`src/rtl/muldiv_pkg.sv`:
```
// Shared types and constants for the iterative RV32M multiply/divide unit.
package muldiv_pkg;

    localparam int unsigned MULDIV_ITER  = 32;
    localparam int unsigned MULDIV_CNT_W = 6;

    localparam logic [31:0] MULDIV_DIV0_Q   = 32'hFFFF_FFFF;
    localparam logic [31:0] MULDIV_OVF_Q    = 32'h8000_0000;
    localparam logic [31:0] MULDIV_OVF_R    = 32'h0000_0000;
    localparam logic [31:0] MULDIV_INT_MIN  = 32'h8000_0000;
    localparam logic [31:0] MULDIV_MINUS_1  = 32'hFFFF_FFFF;

    typedef enum logic [2:0] {
        OP_MUL    = 3'b000,
        OP_MULH   = 3'b001,
        OP_MULHSU = 3'b010,
        OP_MULHU  = 3'b011,
        OP_DIV    = 3'b100,
        OP_DIVU   = 3'b101,
        OP_REM    = 3'b110,
        OP_REMU   = 3'b111
    } muldiv_op_e;

    typedef enum logic [1:0] {
        ST_IDLE = 2'd0,
        ST_CALC = 2'd1,
        ST_FIX  = 2'd2,
        ST_DONE = 2'd3
    } muldiv_state_e;

endpackage

```
`src/rtl/muldiv_sign.sv`:
```
// Conditional two's-complement negate; doubles as absolute value when i_neg is the sign bit.
module muldiv_sign #(
    parameter int unsigned W = 32
) (
    input  logic [W-1:0] i_val,
    input  logic         i_neg,
    output logic [W-1:0] o_val_c
);

    assign o_val_c = i_neg ? (~i_val + W'(1)) : i_val;

endmodule

```
`src/rtl/muldiv_unit.sv`:
```
// Iterative RV32M multiply/divide: shared 32-step shift datapath behind a start/busy/done handshake.
module muldiv_unit
    import muldiv_pkg::*;
#(
    parameter int unsigned WIDTH = 32
) (
    input  logic             clk,
    input  logic             rst_n,
    input  logic             start,
    input  logic [2:0]       funct3,
    input  logic [WIDTH-1:0] op_a,
    input  logic [WIDTH-1:0] op_b,
    output logic             busy,
    output logic             done,
    output logic [WIDTH-1:0] result
);

    localparam int unsigned DW = 2 * WIDTH;

    muldiv_state_e             r_state;
    muldiv_state_e             w_state_nxt;
    muldiv_op_e                w_op;
    muldiv_op_e                r_op;
    logic                      w_accept;
    logic                      w_a_neg;
    logic                      w_b_neg;
    logic                      w_neg;
    logic                      w_div0;
    logic                      w_ovf;
    logic                      w_special;
    logic [WIDTH-1:0]          w_special_res;
    logic [WIDTH-1:0]          w_abs_a;
    logic [WIDTH-1:0]          w_abs_b;
    logic [MULDIV_CNT_W-1:0]   r_cnt;
    logic [WIDTH-1:0]          r_a;
    logic [WIDTH-1:0]          r_b;
    logic [WIDTH-1:0]          r_rem;
    logic [DW-1:0]             r_acc;
    logic                      r_neg;
    logic                      r_busy;
    logic                      r_done;
    logic [WIDTH-1:0]          r_result;
    logic [WIDTH:0]            w_mul_sum;
    logic [WIDTH:0]            w_rem_sh;
    logic [WIDTH:0]            w_trial;
    logic [DW-1:0]             w_fix_in;
    logic [DW-1:0]             w_fix_out;
    logic [WIDTH-1:0]          w_fix_res;

    assign w_op = muldiv_op_e'(funct3);

    // Operand sign conditioning and special-case detection at accept
    always_comb begin
        w_a_neg       = op_a[WIDTH-1] & (w_op inside {OP_MULH, OP_MULHSU, OP_DIV, OP_REM});
        w_b_neg       = op_b[WIDTH-1] & (w_op inside {OP_MULH, OP_DIV, OP_REM});
        w_neg         = (w_op == OP_REM) ? w_a_neg : (w_a_neg ^ w_b_neg);
        w_div0        = w_op[2] && (op_b == '0);
        w_ovf         = (w_op inside {OP_DIV, OP_REM}) && (op_a == MULDIV_INT_MIN)
                        && (op_b == MULDIV_MINUS_1);
        w_special     = w_div0 | w_ovf;
        w_special_res = '0;
        if (w_div0) begin
            w_special_res = w_op[1] ? op_a : MULDIV_DIV0_Q;
        end else if (w_ovf) begin
            w_special_res = w_op[1] ? MULDIV_OVF_R : MULDIV_OVF_Q;
        end
    end

    muldiv_sign #(.W(WIDTH)) u_abs_a (.i_val(op_a), .i_neg(w_a_neg), .o_val_c(w_abs_a));
    muldiv_sign #(.W(WIDTH)) u_abs_b (.i_val(op_b), .i_neg(w_b_neg), .o_val_c(w_abs_b));
    muldiv_sign #(.W(DW))    u_fix   (.i_val(w_fix_in), .i_neg(r_neg), .o_val_c(w_fix_out));

    // One shift-add / restoring-subtract step, plus the FIX-stage selection
    always_comb begin
        w_mul_sum = {1'b0, r_acc[DW-1:WIDTH]} + (r_acc[0] ? {1'b0, r_a} : '0);
        w_rem_sh  = {r_rem, r_acc[WIDTH-1]};
        w_trial   = w_rem_sh - {1'b0, r_b};
        w_fix_in  = r_acc;
        if (r_op[2]) begin
            w_fix_in = {{WIDTH{1'b0}}, (r_op[1] ? r_rem : r_acc[WIDTH-1:0])};
        end
        w_fix_res = w_fix_out[DW-1:WIDTH];
        if ((r_op == OP_MUL) || r_op[2]) begin
            w_fix_res = w_fix_out[WIDTH-1:0];
        end
    end

    // Next-state logic
    always_comb begin
        w_state_nxt = r_state;
        w_accept    = 1'b0;
        case (r_state)
            ST_IDLE: begin
                if (start) begin
                    w_accept    = 1'b1;
                    w_state_nxt = w_special ? ST_DONE : ST_CALC;
                end
            end
            ST_CALC: begin
                if (r_cnt == MULDIV_CNT_W'(MULDIV_ITER - 1)) begin
                    w_state_nxt = ST_FIX;
                end
            end
            ST_FIX: begin
                w_state_nxt = ST_DONE;
            end
            ST_DONE: begin
                if (start) begin
                    w_accept    = 1'b1;
                    w_state_nxt = w_special ? ST_DONE : ST_CALC;
                end else begin
                    w_state_nxt = ST_IDLE;
                end
            end
            default: begin
                w_state_nxt = ST_IDLE;
            end
        endcase
    end

    always_ff @(posedge clk or negedge rst_n) begin
        if (!rst_n) begin
            r_state <= ST_IDLE;
            r_busy  <= 1'b0;
            r_done  <= 1'b0;
        end else begin
            r_state <= w_state_nxt;
            r_busy  <= (w_state_nxt == ST_CALC) || (w_state_nxt == ST_FIX);
            r_done  <= (w_state_nxt == ST_DONE);
        end
    end

    // Datapath registers: load on accept, iterate in CALC, correct sign in FIX
    always_ff @(posedge clk or negedge rst_n) begin
        if (!rst_n) begin
            r_op     <= OP_MUL;
            r_cnt    <= '0;
            r_a      <= '0;
            r_b      <= '0;
            r_rem    <= '0;
            r_acc    <= '0;
            r_neg    <= 1'b0;
            r_result <= '0;
        end else if (w_accept) begin
            r_op  <= w_op;
            r_cnt <= '0;
            r_a   <= w_abs_a;
            r_b   <= w_abs_b;
            r_rem <= '0;
            r_neg <= w_neg;
            r_acc <= {{WIDTH{1'b0}}, (w_op[2] ? w_abs_a : w_abs_b)};
            if (w_special) begin
                r_result <= w_special_res;
            end
        end else if (r_state == ST_CALC) begin
            r_cnt <= r_cnt + MULDIV_CNT_W'(1);
            if (!r_op[2]) begin
                r_acc <= {w_mul_sum, r_acc[WIDTH-1:1]};
            end else if (!w_trial[WIDTH]) begin
                r_rem              <= w_trial[WIDTH-1:0];
                r_acc[WIDTH-1:0]   <= {r_acc[WIDTH-2:0], 1'b1};
            end else begin
                r_rem              <= w_rem_sh[WIDTH-1:0];
                r_acc[WIDTH-1:0]   <= {r_acc[WIDTH-2:0], 1'b0};
            end
        end else if (r_state == ST_FIX) begin
            r_result <= w_fix_res;
        end
    end

    assign busy   = r_busy;
    assign done   = r_done;
    assign result = r_result;

endmodule

```
`config.mk`:
```
export PLATFORM = sky130hd
export DESIGN_NAME = muldiv_unit
export DESIGN_NICKNAME = d
export VERILOG_FILES = /design/src/rtl/muldiv_pkg.sv /design/src/rtl/muldiv_sign.sv /design/src/rtl/muldiv_unit.sv
export SDC_FILE = /design/constraint.sdc
export NUM_CORES = 1
export LEC_CHECK = 0
export CAP_MARGIN = 20
export CORE_ASPECT_RATIO = 1.25
export CORE_MARGIN = 4
export CORE_UTILIZATION = 55
export CTS_BUF_LIST = sky130_fd_sc_hd__clkbuf_16
export CTS_CLUSTER_DIAMETER = 40
export CTS_CLUSTER_SIZE = 16
export DETAILED_ROUTE_END_ITERATION = 16
export GPL_TIMING_DRIVEN = 0
export PLACE_DENSITY = 0.78
export SYNTH_ARGS = -nofsm -noshare
export SYNTH_HDL_FRONTEND = slang
export SYNTH_SLANG_ARGS = --single-unit
```
`constraint.sdc`:
```
create_clock -name clk -period 7.8 [get_ports clk]
set_input_delay 1.56 -clock clk [delete_from_list [all_inputs] [get_ports clk]]
set_output_delay 1.56 -clock clk [all_outputs]
set_load 0.1 [all_outputs]
```
=== Word-level counts from Yosys, hierarchy flattened ===
Cells that the tools add are included.

* Word-level logic and storage cells: 94
* Flip-flop bits (word level): 206
* Bits of input ports: 70
* Output and inout port bits: 34

* Reduce and logical (&&, ||, !) cells: 18
* Bitwise operators: 7
* Equality and inequality tests: 16
* Mux-type cells: 35
* $add $sub $neg: 6

{| class="wikitable"
|+ Operator list
! kind !! number
|-
| $mux W32 || 20
|-
| $mux W64 || 4
|-
| $add A32 B1 Y32 const B || 2
|-
| $add A64 B1 Y64 const B || 1
|-
| $eq A32 B32 Y1 const B || 2
|-
| $not A32 Y32 || 2
|-
| $not A64 Y64 || 1
|-
| $add A32 B32 Y33 || 1
|-
| $sub A33 B32 Y33 || 1
|-
| $logic_not A32 Y1 || 1
|-
| $mux W6 || 2
|-
| $eq A2 B2 Y1 const B || 4
|-
| $mux W2 || 4
|-
| $pmux W2 S4 || 1
|-
| $reduce_bool A2 Y1 || 4
|-
| $add A6 B1 Y6 const B || 1
|-
| $eq A3 B3 Y1 const B || 2
|-
| $eq A6 B5 Y1 const B || 1
|-
| $eq A2 B1 Y1 const B || 2
|-
| $mux W1 || 4
|-
| $ne A2 B1 Y1 const B || 2
|-
| $reduce_and A2 Y1 || 2
|-
| $reduce_bool A4 Y1 || 1
|-
| $eq A3 B1 Y1 const B || 1
|-
| other kinds (12) || 16
|}

=== Depth between registers and ports, before layout ===
* Depth in word-level cells: 10
* Depth in mapped cells: 15
* Mapped depth without buffers: 12

=== Modules after synthesis ===
Synthesis repeated with hierarchy kept, for this count alone.

* Cell total of the unflattened synthesis: 2090
* Area, all modules: 17301.6 µm²

{| class="wikitable"
|+ Modules (own cells, without submodules)
! module !! area an instance (µm²) !! cells each !! times used !! seq. area each (µm²)
|-
| muldiv_unit || 14098.5 || 1686 || 1 || 5154.9
|-
| muldiv_sign (u_fix) || 1649.1 || 206 || 1 || 0.0
|-
| muldiv_sign (u_abs_a ...) || 777.0 || 99 || 2 || 0.0
|}

=== Worst setup path before layout ===
Ideal clock, no wire load.

* Path type: in2reg
* Start: input op_b[0]
* End: register r_result[21], in the netlist result[21]
* Path buffers: 2
* Data arrival time: 3.993 ns
* Path slack: 3.681 ns
* Stages: 11
* Path through: inv_1 ha_1 nor3b_1 nand3_1 nand3b_1 or4_1 o21a_1 o21a_1 buf_2 buf_6 a221o_1

* Longest elaborated chain between the ends: 6
* Elaborated cells on any way between the ends: 11

{| class="wikitable"
|+ RTL lines
! element !! RTL line !! source
|-
| start: declaration || muldiv_unit.sv:12 || <nowiki>input logic [WIDTH-1:0] op_b,</nowiki>
|-
| $eq A32 B32 Y1 || muldiv_unit.sv:59 || <nowiki>&& (op_b == MULDIV_MINUS_1);</nowiki>
|-
| $logic_and A1 B1 Y1 || muldiv_unit.sv:59 ||
|-
| $mux W32 || muldiv_unit.sv:64 || <nowiki>end else if (w_ovf) begin</nowiki>
|-
| $mux W32 || muldiv_unit.sv:62 || <nowiki>if (w_div0) begin</nowiki>
|-
| $mux W32 || muldiv_unit.sv:152 || <nowiki>if (w_special) begin</nowiki>
|-
| $mux W32 || muldiv_unit.sv:144 || <nowiki>end else if (w_accept) begin</nowiki>
|-
| end signal: assignment || muldiv_unit.sv:153 || <nowiki>r_result <= w_special_res;</nowiki>
|-
| end signal: assignment || muldiv_unit.sv:167 || <nowiki>r_result <= w_fix_res;</nowiki>
|-
| end: declaration || muldiv_unit.sv:42 || <nowiki>logic [WIDTH-1:0] r_result;</nowiki>
|}

Parallel ways exist; a longest one is shown, timed or not. The select of a mux whose other input is x is not followed.
A chain may end at the register's enable or synchronous reset.

=== Worst setup path in the final report ===
* Start: input op_b[0]
* End: register r_result[12], in the netlist result[12]

The elaborated chain is that of the path after synthesis.

==> impl_results.md <==
- Result of the run: completed
- Static Leak: approximately 8.3 nW
- Arr. time, crit path: 5.71 ns
- Global Route Usage Sum: approximately two fifths
- Synth Warn #: 0
- Hold WC Path Type: reg2reg
- Syn nets: about 2200
- Clock skew: roughly 0.028 ns
- Initial Util: between 50% and 60%
- Core ar.: approximately 0.030 mm^2
- Worst-skew pair later-pin latency: 0.55 ns
- Worst path required time: between 8 and 9 ns
- Wire per inst: approximately 26 um
- Avg Cell Area, Syn: roughly 8.0 um^2
- Area growth syn-to-layout: 16.06%
- Hold wc startpoint: r_a[6]
- Vias/cell: about 6.6
- TNS Setup: 0 ns
- Synth Flop Type: dfrtp_1
- Worst path slowest cell: or4_1
- Row Count: 71
- PortBufs: between 100 and 150
- Final min period: approximately 5.3 ns
- Setup violators final: 0
- Post-Syn Area: 0.01690 mm^2
- Clk slew on worst S/H paths: 0.06 ns
- IO Count: between 100 and 150
- Max Freq: between 150 and 200 MHz
- EDFF count, synth: 0
- Power Dens Cells: about 450 mW/mm^2
- Max-cap viol count: 0
- Crit path capture type: flop
- Crit-path cells: clkdlybuf4s50_1 > inv_1 > ha_1 > nor3b_1 > nand3_1 > nand3b_1 > or4_1 > o21a_1 > o21a_1 > buf_2 > clkbuf_1 > a211oi_1 > a21oi_1
- Die footprint: between 0.03 and 0.04 mm^2
- Reg-to-reg endpoint: r_rem[30]
- Sequential fraction of the synthesis area: 30.51%
- Worst R2R Setup Slack: a little over 3 ns
- Layout net count: about 2400
- Root buf cell: clkbuf_16
- Crit Path Max Fanout: 10
- Vias in the first global route: roughly 17000
- Die H: between 200 and 250 um
- Mapped Cells: 2103
- Remaining global-route overflow: 0
- DP Wirelength: ~55000 um
- WS Path Type: in2reg
- CTS H-tree depth: 2
- Post-CTS setup buffer count: 0
- Initial antenna violation count: 0
- RSZ-0062 raised after global routing: no
- #FFs+latches synth: a little over 200
- Final Cycle Share: between 60% and 70%
- CTS Buf Count: 34
- CP dominant cell by count: o21a_1
- TritonCTS Sinks: 206
- Final Hold Fails: 0
- Final Power: 8.810 mW
- Max Slew Vio Count: 0
- FF-to-FF path depth: 14
- Hold path cells: 2
- Post-CTS Hold Fix Bufs: 0
- Maximum VDD drop: around 0.3 mV
- Slew @ Worst Pin: 1.180 ns
- Share of post-route cells with drive strength above 1: 4.817%
- CP max stage delay: between 0.7 and 0.8 ns
- Post-CTS sizing: 0
- ANT nets after route: 0
- Die X: 164.8 um
- Max-Slew Margin vs Limit: between 20% and 30%
- Crit start category: input pin
- Reg2Reg Launch Point: r_acc[31]
- Initial DRT Pass Iterations: 6
- Starting DRT DRC Count: 1669
- Via count: between 15000 and 20000
- ANT cells: 0
- Worst min-delay path endpoint: r_a[6]
- CTS max path bufs: 3
- GPL Wtd Cong: approximately 1.1
- Largest net degree at the start of global routing: ~120
- Drc violations: 0
- Final WL: between 60000 and 70000 um
- First-pass GRT wire length: between 100000 and 150000 um
- Fillers: 2703
- Count of different cell masters after synthesis: 75
- Async S/R FF share, synth: 100.0%
- CTS tree: yes
## cell usage in the layout, fill, tap and decap left out, drive strengths merged, types with 8 or more instances in the layout
cell type / netlist / final
nand2: 305 / 305
o21ai: 255 / 255
dfrtp: 206 / 206
nor2: 124 / 124
a21oi: 119 / 119
clkbuf: 79 / 113
clkdlybuf4s50: 0 / 100
xnor2: 97 / 97
inv: 76 / 79
mux2i: 78 / 78
ha: 74 / 74
xor2: 71 / 71
o211ai: 56 / 56
and2: 40 / 40
nand3: 38 / 38
buf: 35 / 37
o31ai: 34 / 34
a211oi: 33 / 33
nor3: 31 / 31
a21o: 30 / 30
a31oi: 25 / 25
nand4: 25 / 25
nand2b: 24 / 24
nor4: 24 / 24
o41ai: 19 / 19
or3: 14 / 14
o21a: 13 / 13
clkinv: 0 / 13
or4: 11 / 11
and3: 11 / 11
mux2: 11 / 11
a41oi: 11 / 11
o22ai: 10 / 10
a2bb2oi: 10 / 10
a221o: 9 / 9
or2: 8 / 8
a22oi: 8 / 8
## report_power, final
part | leakage (nW) | switching [mW] | internal (mW) | total (mW)
sequential | 2.63 | 0.596 | 1.49 | 2.09
combinational | 5.07 | 3.47 | 1.68 | 5.14
clock | 0.565 | 0.597 | 0.977 | 1.57
## Yosys cell counts (13+ instances only)
master	count	area share, %
a211oi_1	33	1.5
a21o_1	30	1.3
a21oi_1	119	3.5
a31oi_1	25	0.93
and2_1	39	1.4
buf_1	20	0.44
clkbuf_1	79	1.8
dfrtp_1	206	31
ha_1	74	5.5
inv_1	76	1.7
mux2i_1	78	4.6
nand2_1	304	6.8
nand2b_1	24	0.89
nand3_1	38	1.1
nand4_1	22	0.81
nor2_1	124	2.8
nor3_1	30	0.89
nor4_1	20	0.74
o211ai_1	56	2.5
o21a_1	13	0.58
o21ai_0	240	7.1
o21ai_1	15	0.44
o31ai_1	34	1.5
o41ai_1	14	0.73
or3_1	14	0.52
xnor2_1	97	5.0
xor2_1	71	3.7
## worst max path at each step
stage                 endpoint  depth (start not counted)  slack (ns)    start
CTS                 result[12]                         13        2.63  op_b[0]
finish              result[12]                         13        2.49  op_b[0]
global placement     r_rem[21]                          1       -3.56    rst_n
floorplan           result[21]                         11        3.68  op_b[0]
detailed placement  result[12]                         13        2.10  op_b[0]
global route        result[29]                         11        2.36  op_b[0]
## final cells by class
class / count / area, um^2 / share of cell area, %
Tap cell: 401 / 501.7 / 2.559
Sequential cell: 206 / 5155 / 26.29
Timing Repair Buffer: 102 / 1044 / 5.321
Inverter: 76 / 285.3 / 1.455
Multi-Input combinational cell: 1707 / 10980 / 56.01
Clock inverter: 24 / 317.8 / 1.621
Buffer: 114 / 473.0 / 2.412
Clock buffer: 34 / 850.8 / 4.339
## stage by stage
step           hold WS [ns]  std cells  util (%)  area, um^2  setup WS (ns)
2_1_floorplan        0.4381       2103         -       16900          3.681
3_3_place_gp         0.4556       2605     60.95       18410         -3.561
3_5_place_dp         0.4589       2606     61.06       18440          2.099
4_1_cts              0.4716       2664     64.93       19610          2.632
5_1_grt              0.5015       2664     64.93       19610          2.363
6_report             0.4718       2664     64.93       19610          2.485
## registers in the layout (all words and copies together), names as in the netlist
name / cells
result: 32
r_state: 2
r_rem: 32
r_op: 3
r_cnt: 6
r_acc: 64
busy: 1
r_a: 32
done: 1
r_b: 32
r_neg: 1
## critical path: cells and delay by family
family,cells,cell delay [ns]
simple gates,4,1.61
fa+ha+maj,1,0.24
compound gates,4,1.04
buf+inv,4,1.25
## layer usage
metal  track usage, %  wire [um]  vias to the layer above
met3            6.254       5281                      317
met4            35.78       7759                        0
li1                 -          -                     7947
met5                0          0                        -
met1            48.75      25560                     8381
met2            64.38      31100                      980
## logic make-up (layout without fill, tap and decap cells)
logic type               after synthesis  after routing  synth area share (%)
AO/OA/AOI/OAI                        687            687                 25.79
XOR/XNOR                             168            168                 8.709
adder cells (fa/ha/maj)               76             76                 5.717
buffers and inverters                190            350                 4.487
flip-flops                           206            206                 30.51
multiplexers                          89             89                 5.354
AND/OR/NAND/NOR                      687            687                 19.43
Note: power is estimated with default switching activity, not from simulation.
